### config.mk
export PLATFORM = sky130hd
export DESIGN_NAME = switch_rr_scheduler
export DESIGN_NICKNAME = d
export VERILOG_FILES = /design/src/rtl/switch_rr_scheduler.sv
export SDC_FILE = /design/constraint.sdc
export NUM_CORES = 1
export LEC_CHECK = 0
export CAP_MARGIN = 20
export CORE_ASPECT_RATIO = 0.6
export CORE_UTILIZATION = 40
export CTS_BUF_LIST = sky130_fd_sc_hd__clkbuf_2 sky130_fd_sc_hd__clkbuf_4 sky130_fd_sc_hd__clkbuf_8
export DETAILED_ROUTE_END_ITERATION = 12
export GPL_ROUTABILITY_DRIVEN = 0
export PLACE_DENSITY_LB_ADDON = 0.08
export SLEW_MARGIN = 20
export SYNTH_ARGS = -nofsm -noshare
export SYNTH_HDL_FRONTEND = slang
export SYNTH_SLANG_ARGS = --single-unit
### constraint.sdc
create_clock -name clk -period 3.7 [get_ports clk]
set_input_delay 0.37 -clock clk [delete_from_list [all_inputs] [get_ports clk]]
set_output_delay 0.37 -clock clk [all_outputs]
set_load 0.01 [all_outputs]
### src/rtl/switch_rr_scheduler.sv
// rtl/switch_rr_scheduler.sv - round-robin drain scheduler for switch port FIFOs
// Optional multi-word grants are compiled in with SW_SCHED_BURST_EN.
module switch_rr_scheduler #(
  parameter int NUM_OF_PORTS = 4,
  parameter int WORD_WIDTH   = 8,
  parameter int MAX_BURST    = 4
) (
  input  logic                               clk,
  input  logic                               rst,
  input  logic                               sched_en,
  input  logic [NUM_OF_PORTS-1:0]            port_ready,
  input  logic [NUM_OF_PORTS*WORD_WIDTH-1:0] port_out,
  output logic [NUM_OF_PORTS-1:0]            port_read,
  output logic [WORD_WIDTH-1:0]              out_data,
  output logic [$clog2(NUM_OF_PORTS)-1:0]    out_port,
  output logic                               out_valid,
  input  logic                               out_ready,
  output logic                               busy
);

  localparam int PW = $clog2(NUM_OF_PORTS);

  typedef enum logic [1:0] {IDLE, REQ, CAPT, HOLD} state_t;

  state_t        state;
  logic [PW-1:0] ptr;
  logic [PW-1:0] grant;
  logic [PW-1:0] grant_next;
  logic [PW-1:0] sel;
  logic          any_ready;
  logic          burst_more;

  // Descending scan so the port closest above ptr is the last (winning) write.
  always_comb begin
    int idx;
    idx       = 0;
    sel       = ptr;
    any_ready = 1'b0;
    for (int i = NUM_OF_PORTS - 1; i >= 0; i--) begin
      idx = int'(ptr) + i;
      if (idx >= NUM_OF_PORTS) idx = idx - NUM_OF_PORTS;
      if (port_ready[idx]) begin
        sel       = PW'(idx);
        any_ready = 1'b1;
      end
    end
  end

  assign grant_next = (int'(grant) == NUM_OF_PORTS - 1) ? '0 : grant + 1'b1;

  always_comb begin
    port_read = '0;
    if (!rst && state == REQ && port_ready[grant]) port_read[grant] = 1'b1;
  end

  assign busy = (state != IDLE);

`ifdef SW_SCHED_BURST_EN
  localparam int BW = $clog2(MAX_BURST + 1);
  logic [BW-1:0] burst_cnt;

  // burst_cnt already includes the word being handed off in HOLD.
  assign burst_more = sched_en && port_ready[grant] && (int'(burst_cnt) < MAX_BURST);
`else
  assign burst_more = 1'b0;
`endif

  always_ff @(posedge clk) begin
    if (rst) begin
      state     <= IDLE;
      ptr       <= '0;
      grant     <= '0;
      out_data  <= '0;
      out_port  <= '0;
      out_valid <= 1'b0;
`ifdef SW_SCHED_BURST_EN
      burst_cnt <= '0;
`endif
    end else begin
      case (state)
        IDLE: begin
          if (sched_en && any_ready) begin
            grant <= sel;
            state <= REQ;
`ifdef SW_SCHED_BURST_EN
            burst_cnt <= '0;
`endif
          end
        end
        REQ: begin
          if (port_ready[grant]) begin
            state <= CAPT;
          end else begin
            ptr   <= grant_next;
            state <= IDLE;
          end
        end
        CAPT: begin
          out_data  <= port_out[int'(grant)*WORD_WIDTH +: WORD_WIDTH];
          out_port  <= grant;
          out_valid <= 1'b1;
          state     <= HOLD;
`ifdef SW_SCHED_BURST_EN
          burst_cnt <= burst_cnt + 1'b1;
`endif
        end
        HOLD: begin
          if (out_ready) begin
            out_valid <= 1'b0;
            if (burst_more) begin
              state <= REQ;
            end else begin
              ptr   <= grant_next;
              state <= IDLE;
            end
          end
        end
        default: state <= IDLE;
      endcase
    end
  end

endmodule

==> results of run 1 <==
## synth_stat cells (3+ instances only)
cell type / number / area share (%)
a21oi_1: 14 / 6.6
and2_1: 5 / 2.9
clkbuf_1: 3 / 1.1
nand2_1: 28 / 9.9
dfxtp_1: 17 / 32
nand2b_1: 3 / 1.8
mux2i_1: 3 / 2.8
inv_1: 7 / 2.5
nor3_1: 6 / 2.8
ha_1: 4 / 4.7
mux4_2: 8 / 17
## stage by stage
step	worst slack, ns	power [mW]	util [%]	hold WS, ns
3_5_place_dp	0.872	0.348	65.6	0.446
3_3_place_gp	0.989	0.344	65.6	0.440
5_1_grt	0.728	0.519	67.6	0.476
2_1_floorplan	2.05	0.276	-	0.481
6_report	0.857	0.489	67.6	0.456
4_1_cts	0.858	0.492	67.6	0.455
## flip-flops by register name, indices dropped and copies added, names as in the netlist, named ones only
name       cells
grant          2
out_data       8
out_port       2
out_valid      1
ptr            2
state          1
## worst reg2reg max path: cells and delay by family, from the launching register on
family           cells  cell delay [ns]
multiplexers         2             0.66
AND/OR/NAND/NOR      2             0.39
flip-flops           1             0.62
## worst paths after layout
check	from	end	slack, ns
max reg2reg	grant[0]	ptr[0]	1.91
min	out_valid	out_valid	0.46
max	port_ready[3]	port_read[0]	0.86
min reg2reg	out_valid	out_valid	0.46
## routing by layer
layer | vias up | track usage, %
li1 | 532 | -
met1 | 492 | 31.6
met4 | 0 | 5.83
met2 | 51 | 35.9
met5 | - | 0
met3 | 2 | 6.59
## cells in the final DEF, fill, tap and decap left out, drive strengths merged, types with 2 or more instances in the layout
cell type / n
buf: 3
a211oi: 2
clkdlybuf4s50: 55
nor2: 3
and2: 5
clkbuf: 4
nor3: 6
mux4: 8
mux2i: 3
dfxtp: 17
ha: 4
nand2: 28
mux2: 2
nand2b: 3
a21oi: 14
inv: 7
nor2b: 2
o21ai: 3
## cell type report
cell class	count	area share, %
tap	32	2.37
timing repair buffer	58	33.9
sequential	17	20.1
multi-input combinational	91	39.2
clock buffer	4	2.88
inverter	7	1.55
## logic make-up (layout without fill, tap and decap cells)
kind of cell | Yosys count | in the layout | synth area share (%)
AOI/OAI and AO/OA | 22 | 22 | 11.5
DFF | 17 | 17 | 32.0
buffers and inverters | 13 | 69 | 5.42
adders and majority gates | 4 | 4 | 4.71
and+or+nand+nor | 52 | 52 | 24.4
muxes | 13 | 13 | 21.9
## power breakdown
part           leakage [nW]  total [mW]  internal (mW)  switching [mW]
sequential            0.138       0.204          0.193          0.0107
combinational         0.444       0.140         0.0866          0.0537
clock                0.0262       0.145         0.0837          0.0610
==> results.yml, run 1 <==
routing:
  met2_length_microns: 1370
  wl_met3_microns: 247
  postRouteAntennaNets: 0
  drt_wl_total_microns: 2820
  drc: 0
  wl_per_cell_microns: 13.5
  top_layer_used: "met4"
  drt_first_pass_iters: 4
  viasPerCell: 5.15
  wl_met1_microns: 1180
  vias: 1077
  drt_iter0_markers: 75
worst_setup_path:
  crit_fanout: 7
  cpMostUsedCell: "clkdlybuf4s50_1"
  critical_path_class: "in2out"
  critical_path_depth: 6
  worst-path-buf-inv: 2
  arrival_ns: 2.47
  crit_family: "buffers and inverters"
  critPathSlowestCell: "clkdlybuf4s50_1"
  ff2ff_path_depth: 4
  end_kind: "primary output"
  cp.required_ns: 3.33
  start_kind: "input port"
  path_cells: "clkdlybuf4s50_1 -> mux2i_1 -> mux2_2 -> nor3_1 -> and2_1 -> clkdlybuf4s50_1"
  slowest_delay_ns: 0.60
die:
  die-area_sq_um: 2870
  initial_utilization_pct: 42.4
  rows: 14
  core-area_sq_um: 2500
  io_pins: 56
  dieWidth_microns: 68.5
  dieHeight_microns: 41.9
cts:
  clock_latency_ns: 0.25
  clk_pin_slew_ns: 0.07
  cts-resized-gates: 0
  numCtsBuffers: 3
  cts_hold_buf: 0
  cts_setup_buffers: 0
  cts.root.buffer_cell: "clkbuf_8"
  cts_tree: "yes"
  cts_buffer_depth: 2
  cts-htree-levels: 1
  clock-sinks: 17
cells_and_area:
  syn2layout_area_growth_pct: 59.4
  final_area_sq_um: 1690
  num_antenna_cells: 0
  nNetsFinal: 222
  regArea_sq_um: 340
  final_cells: 209
  n_fill_cell: 202
  drive_above_1_share_pct: 11.9
  multi_input_area_sq_um: 664
sta:
  setup-violations-final: 0
  rsz0062_at_grt: "no"
  fin_crit_sh_pct: 76.8
  finalHoldViolCount: 0
  fin_skew_ns: 0.00662
  worst_pin_slew_ns: 0.676
  slew_headroom_pct: 54.8
  period_minus_slack_ns: 2.84
  fmax_mhz: 352
  drv_slew: 0
  tns_ns: 0
grt:
  antenna_found_initial: 0
  grt_pass1_wl_microns: 4870
  grt_max_degree: 19
  grt_pass1_vias: 1068
  grt_remaining_overflow: 0
  grtUsageTotal_pct: 23.2
synthesis:
  yosysSeqAreaShare_pct: 32.0
  ys.flop_type: "dfxtp_1"
  synthDistinctLibCells: 28
  synthCells: 121
  yosys_warnings: 0
  async_flop_share_pct: 0
  synth_edf_count: 0
  postSynthAreaPerCell_sq_um: 8.78
  synthesis.area_sq_um: 1060
  ys_seq_elements: 17
  syn-num-nets: 165
place:
  dp.cells: 205
  placed_area_sq_um: 1640
  portBuffers: 55
  post-dp-hpwl_microns: 2220
pwr:
  powerDensity_nw_per_um2: 289
  max-vdd-ir-drop_v: 0.000220
  p_leak_nw: 0.609
run:
  maxCapViolCount: 0
worst_hold_path:
  holdPathStages: 2
  hold_class: "reg2reg"
outcome:
  outcome: "finished clean"
Power figures use the tool's default switching activity.
==> run 2, diff against run 1 <==
==> constraint.sdc (replaced) <==
create_clock -name clk -period 2.9 [get_ports clk]
set_input_delay 0.29 -clock clk [delete_from_list [all_inputs] [get_ports clk]]
set_output_delay 0.29 -clock clk [all_outputs]
set_load 0.01 [all_outputs]
==> run 2 against run 1 <==
Clock power increased by 26%. Critical path depth unchanged. Critical endpoint unchanged. Setup slack got worse by 0.70 ns. Sequential cell count did not move. Combinational power rose by 27%. Total power is 27% higher. Largest cell class unchanged. Critical path type unchanged. Register-to-register slack got worse by 0.68 ns. Sequential share of layout area rose by 0.059 points. Non-clock buffer count stayed put. Hold slack worse by 0.0041 ns.
==> results.yml, run 2 (synthesized netlist as in run 1, its figures left out) <==
grt:
  grt_busiest_layer: "met2"
  met2_usage_pct: 33.1
  antenna_found_initial: 0
  grt_pass1_vias: 1044
  grt_max_degree: 18
  met1_usage_pct: 28.2
  grtUsageTotal_pct: 20.9
  grtUsageMet3_pct: 5.77
  grt_pass1_wl_microns: 4460
  grt_remaining_overflow: 0
worst_setup_path:
  crit_fanout: 7
  r2r-end: "ptr[0]"
  start_kind: "input port"
  ff2ff_setup_slack_ns: 1.23
  cp.required_ns: 2.61
  path_cells: "clkdlybuf4s50_1 -> mux2i_1 -> mux2_2 -> nor3_1 -> and2_1 -> clkdlybuf4s50_1"
  crit_family: "buffers and inverters"
  cpMostUsedCell: "clkdlybuf4s50_1"
  arrival_ns: 2.45
  slowest_delay_ns: 0.60
  reg2reg_from: "grant[0]"
  worst-path-buf-inv: 2
  ff2ff_path_depth: 4
  critical_path_class: "in2out"
  end_kind: "primary output"
  critPathSlowestCell: "clkdlybuf4s50_1"
sta:
  finalHoldViolCount: 0
  tns_ns: 0
  rsz0062_at_grt: "no"
  period_minus_slack_ns: 2.74
  slew_headroom_pct: 56.0
  fmax_mhz: 365
  setup-violations-final: 0
  fin_skew_ns: 0.00322
  worst_hold_slack_ns: 0.452
  fin_ws_ns: 0.158
  worst_pin_slew_ns: 0.657
  fin_crit_sh_pct: 94.6
  drv_slew: 0
cts:
  clk_pin_slew_ns: 0.06
  clock_latency_ns: 0.25
  numCtsBuffers: 3
  cts_setup_buffers: 0
  cts-htree-levels: 1
  cts.root.buffer_cell: "clkbuf_8"
  cts_tree: "yes"
  cts-resized-gates: 0
  clock-sinks: 17
  cts_buffer_depth: 2
  cts_hold_buf: 0
routing:
  drt_wl_total_microns: 2710
  postRouteAntennaNets: 0
  viasPerCell: 5.23
  wl_per_cell_microns: 13.0
  drc: 0
  drt_first_pass_iters: 4
  drt_iter0_markers: 33
  vias: 1093
pwr:
  max-vdd-ir-drop_v: 0.000201
  p_leak_nw: 0.609
  powerDensity_nw_per_um2: 367
  total_power_uw: 621
place:
  placed_area_sq_um: 1640
  dp.cells: 205
  portBuffers: 55
  post-dp-hpwl_microns: 2160
  post-place-ws_ns: 0.166
cells_and_area:
  drive_above_1_share_pct: 12.4
  final_cells: 209
  syn2layout_area_growth_pct: 59.5
  num_antenna_cells: 0
  largest_register_ffs: 8
  nNetsFinal: 222
  top_register: "out_data"
  final_area_sq_um: 1690
  final_common_cell: "clkdlybuf4s50_1"
  final_cell_mix: "clkdlybuf4s50_1 (55), nand2_1 (28), dfxtp_1 (16)"
  utilization_pct: 67.6
die:
  dieHeight_microns: 41.9
  core-area_sq_um: 2500
  rows: 14
  io_pins: 56
  die-area_sq_um: 2870
  dieWidth_microns: 68.5
  initial_utilization_pct: 42.4
run:
  maxCapViolCount: 0
outcome:
  outcome: "finished clean"
worst_hold_path:
  hp-start: "out_data[2]"
  holdPathStages: 2
  hold_class: "reg2reg"
  holdPathEnd: "out_data[2]"
-- run 2: changes by cell type in the layout (fill, tap and decap cells not counted) --
cell,previous run,this run
dfxtp_1,17,16
dfxtp_2,0,1
-- run 2: metal layers --
| metal | up-vias | share of wire (%) |
|---|---|---|
| li1 | 532 | - |
| met1 | 504 | 44 |
| met2 | 55 | 48 |
| met3 | 2 | 7.6 |
| met4 | 0 | 0.70 |
| met5 | - | 0 |
-- run 2: area by class of cell --
cell class | instances | area, sq um
Fill cell | 198 | 811
Multi-Input combinational cell | 91 | 664
Tap cell | 32 | 40.0
Clock buffer | 4 | 48.8
Sequential cell | 17 | 342
Timing Repair Buffer | 58 | 573
Inverter | 7 | 26.3
-- run 2: worst max path at each step --
stage,to,slack [ns],start,cells after the start
after detailed placement,port_read[0],0.17,port_ready[3],6
after CTS,port_read[0],0.12,grant[0],5
after global placement,port_read[2],0.33,port_ready[3],6
final,port_read[0],0.16,port_ready[3],6
after floorplan,port_read[0],1.33,grant[0],5
after global routing,port_read[0],0.04,port_ready[3],6
-- run 2: worst min-delay path, cell delays in order (launching register included) --
cell and delay [ns]:
dfxtp_1 0.31, nand2_1 0.05, a21oi_1 0.05
-- run 2: power by group --
part,switching (mW),total [mW],leakage (nW),internal (mW)
logic,0.0679,0.178,0.444,0.110
clock network,0.0756,0.182,0.0262,0.107
registers,0.0138,0.261,0.139,0.247
total,0.157,0.621,0.609,0.464
==> run 3, diff against run 2 <==
--- a/config.mk
+++ b/config.mk
@@ -6,8 +6,10 @@
 export NUM_CORES = 1
 export LEC_CHECK = 0
 export CAP_MARGIN = 20
+export CELL_PAD_IN_SITES_DETAIL_PLACEMENT = 1
+export CELL_PAD_IN_SITES_GLOBAL_PLACEMENT = 2
 export CORE_ASPECT_RATIO = 0.6
-export CORE_UTILIZATION = 40
+export CORE_UTILIZATION = 22
 export CTS_BUF_LIST = sky130_fd_sc_hd__clkbuf_2 sky130_fd_sc_hd__clkbuf_4 sky130_fd_sc_hd__clkbuf_8
 export DETAILED_ROUTE_END_ITERATION = 12
 export GPL_ROUTABILITY_DRIVEN = 0
==> run 3 against run 2 <==
Cell count rose by 15%. Sequential share of layout area fell by 0.59 points. Register-to-register slack improved by 0.07 ns. Hold slack improved by 0.0067 ns. Routed wire length rose by 25%. Clock power rose by 3%. First-iteration DRC count rose by 73%. Core utilization fell by 30 points. Total power rose by 2.0%. Largest power group unchanged.
==> results.yml, run 3 (synthesized netlist as in run 1, its figures left out) <==
grt:
  antenna_found_initial: 0
  grt_max_degree: 18
  grt_remaining_overflow: 0
  met2_usage_pct: 23.3
  grtUsageTotal_pct: 14.2
  met1_usage_pct: 19.3
  grt_pass1_wl_microns: 5580
  grt_busiest_layer: "met2"
  grtUsageMet3_pct: 3.42
  grt_pass1_vias: 1147
cts:
  clock_latency_ns: 0.25
  cts_hold_buf: 0
  clk_pin_slew_ns: 0.07
  cts_setup_buffers: 0
  clock-sinks: 17
  cts.root.buffer_cell: "clkbuf_8"
  cts-htree-levels: 1
  cts_tree: "yes"
  cts-resized-gates: 0
  cts_buffer_depth: 2
  numCtsBuffers: 3
sta:
  period_minus_slack_ns: 2.68
  fmax_mhz: 374
  rsz0062_at_grt: "no"
  fin_skew_ns: 0.00243
  finalHoldViolCount: 0
  drv_slew: 0
  slew_headroom_pct: 53.8
  setup-violations-final: 0
  worst_pin_slew_ns: 0.690
  tns_ns: 0
  fin_crit_sh_pct: 92.3
pwr:
  swShare_pct: 26.6
  powerDensity_nw_per_um2: 364
  pwr-share-seq_pct: 40.8
  power.internal_uw: 465
  max-vdd-ir-drop_v: 0.000119
  total_power_uw: 634
  switchingPower_uw: 168
  p_leak_nw: 0.614
  p_clk_share_pct: 29.6
  combPwrFrac_pct: 29.6
worst_setup_path:
  reg2reg_from: "grant[0]"
  arrival_ns: 2.39
  r2r-end: "ptr[0]"
  crit_fanout: 6
  crit_start: "port_ready[2]"
  start_kind: "input port"
  slowest_delay_ns: 0.59
  ff2ff_path_depth: 4
  critPathSlowestCell: "clkdlybuf4s50_1"
  critical_path_class: "in2out"
  cpMostUsedCell: "clkdlybuf4s50_1"
  path_cells: "clkdlybuf4s50_1 -> mux2i_1 -> mux2_2 -> nor3_1 -> and2_1 -> clkdlybuf4s50_1"
  end_kind: "primary output"
  cp.required_ns: 2.61
  ff2ff_setup_slack_ns: 1.30
worst_hold_path:
  holdPathEnd: "out_port[1]"
  hp-start: "out_port[1]"
  hold_class: "reg2reg"
  holdPathStages: 2
die:
  rows: 19
  dieWidth_microns: 91.7
  initial_utilization_pct: 23.0
  core-area_sq_um: 4610
  io_pins: 56
  die-area_sq_um: 5120
  dieHeight_microns: 55.8
cells_and_area:
  drive_above_1_share_pct: 12.4
  final_common_cell: "clkdlybuf4s50_1"
  final_cell_mix: "clkdlybuf4s50_1 (55), nand2_1 (28), dfxtp_1 (17)"
  nNetsFinal: 223
  largest_register_ffs: 8
  top_register: "out_data"
  final_area_sq_um: 1740
  num_antenna_cells: 0
  syn2layout_area_growth_pct: 63.7
routing:
  viasPerCell: 4.63
  drt_first_pass_iters: 5
  wl_per_cell_microns: 14.1
  postRouteAntennaNets: 0
  drc: 0
  drt_wl_total_microns: 3390
  drt_iter0_markers: 57
  vias: 1117
place:
  placed_area_sq_um: 1690
  portBuffers: 55
  post-dp-hpwl_microns: 2850
run:
  maxCapViolCount: 0
outcome:
  outcome: "finished clean"
[run 3: metal layers]
layer	vias to the layer above	wire length [microns]
met5	-	0
met4	0	20
met3	2	282
met2	49	1560
met1	530	1530
li1	536	-
[run 3: worst max-delay path by stage]
stage	endpoint	slack [ns]	cells past startpoint
2_1_floorplan	port_read[0]	1.33	5
3_3_place_gp	port_read[1]	0.31	6
3_5_place_dp	port_read[1]	0.24	6
4_1_cts	port_read[0]	0.22	6
5_1_grt	port_read[0]	0.07	6
6_report	port_read[1]	0.22	6
[run 3: through the flow]
stage / instances / utilization, % / hold slack [ns] / setup slack [ns]
after CTS: 241 / 37.7 / 0.465 / 0.223
after global placement: 237 / 36.7 / 0.443 / 0.306
after floorplan: 121 / - / 0.450 / 1.33
after global routing: 241 / 37.7 / 0.483 / 0.0710
final: 241 / 37.7 / 0.458 / 0.223
after detailed placement: 237 / 36.7 / 0.453 / 0.237
[run 3: layout make-up]
class / count / area (sq um)
inverter: 7 / 26.3
sequential: 17 / 340
timing repair buffer: 59 / 581
tap: 63 / 78.8
clock buffer: 4 / 48.8
fill: 550 / 2870
multi-input combinational: 91 / 664
[run 3: critical path: cells and delay by family]
| kind | cells | cell delay [ns] |
|---|---|---|
| AND/OR/NAND/NOR | 2 | 0.52 |
| buffers and inverters | 2 | 1.15 |
| multiplexers | 2 | 0.42 |
[run 3: power by group through the flow]
stage	sequential, mW	combinational, mW	clock (mW)
after detailed placement	0.264	0.190	0
final	0.259	0.188	0.187
after CTS	0.258	0.190	0.193
after global routing	0.261	0.205	0.204
after global placement	0.263	0.186	0
after floorplan	0.264	0.0881	0
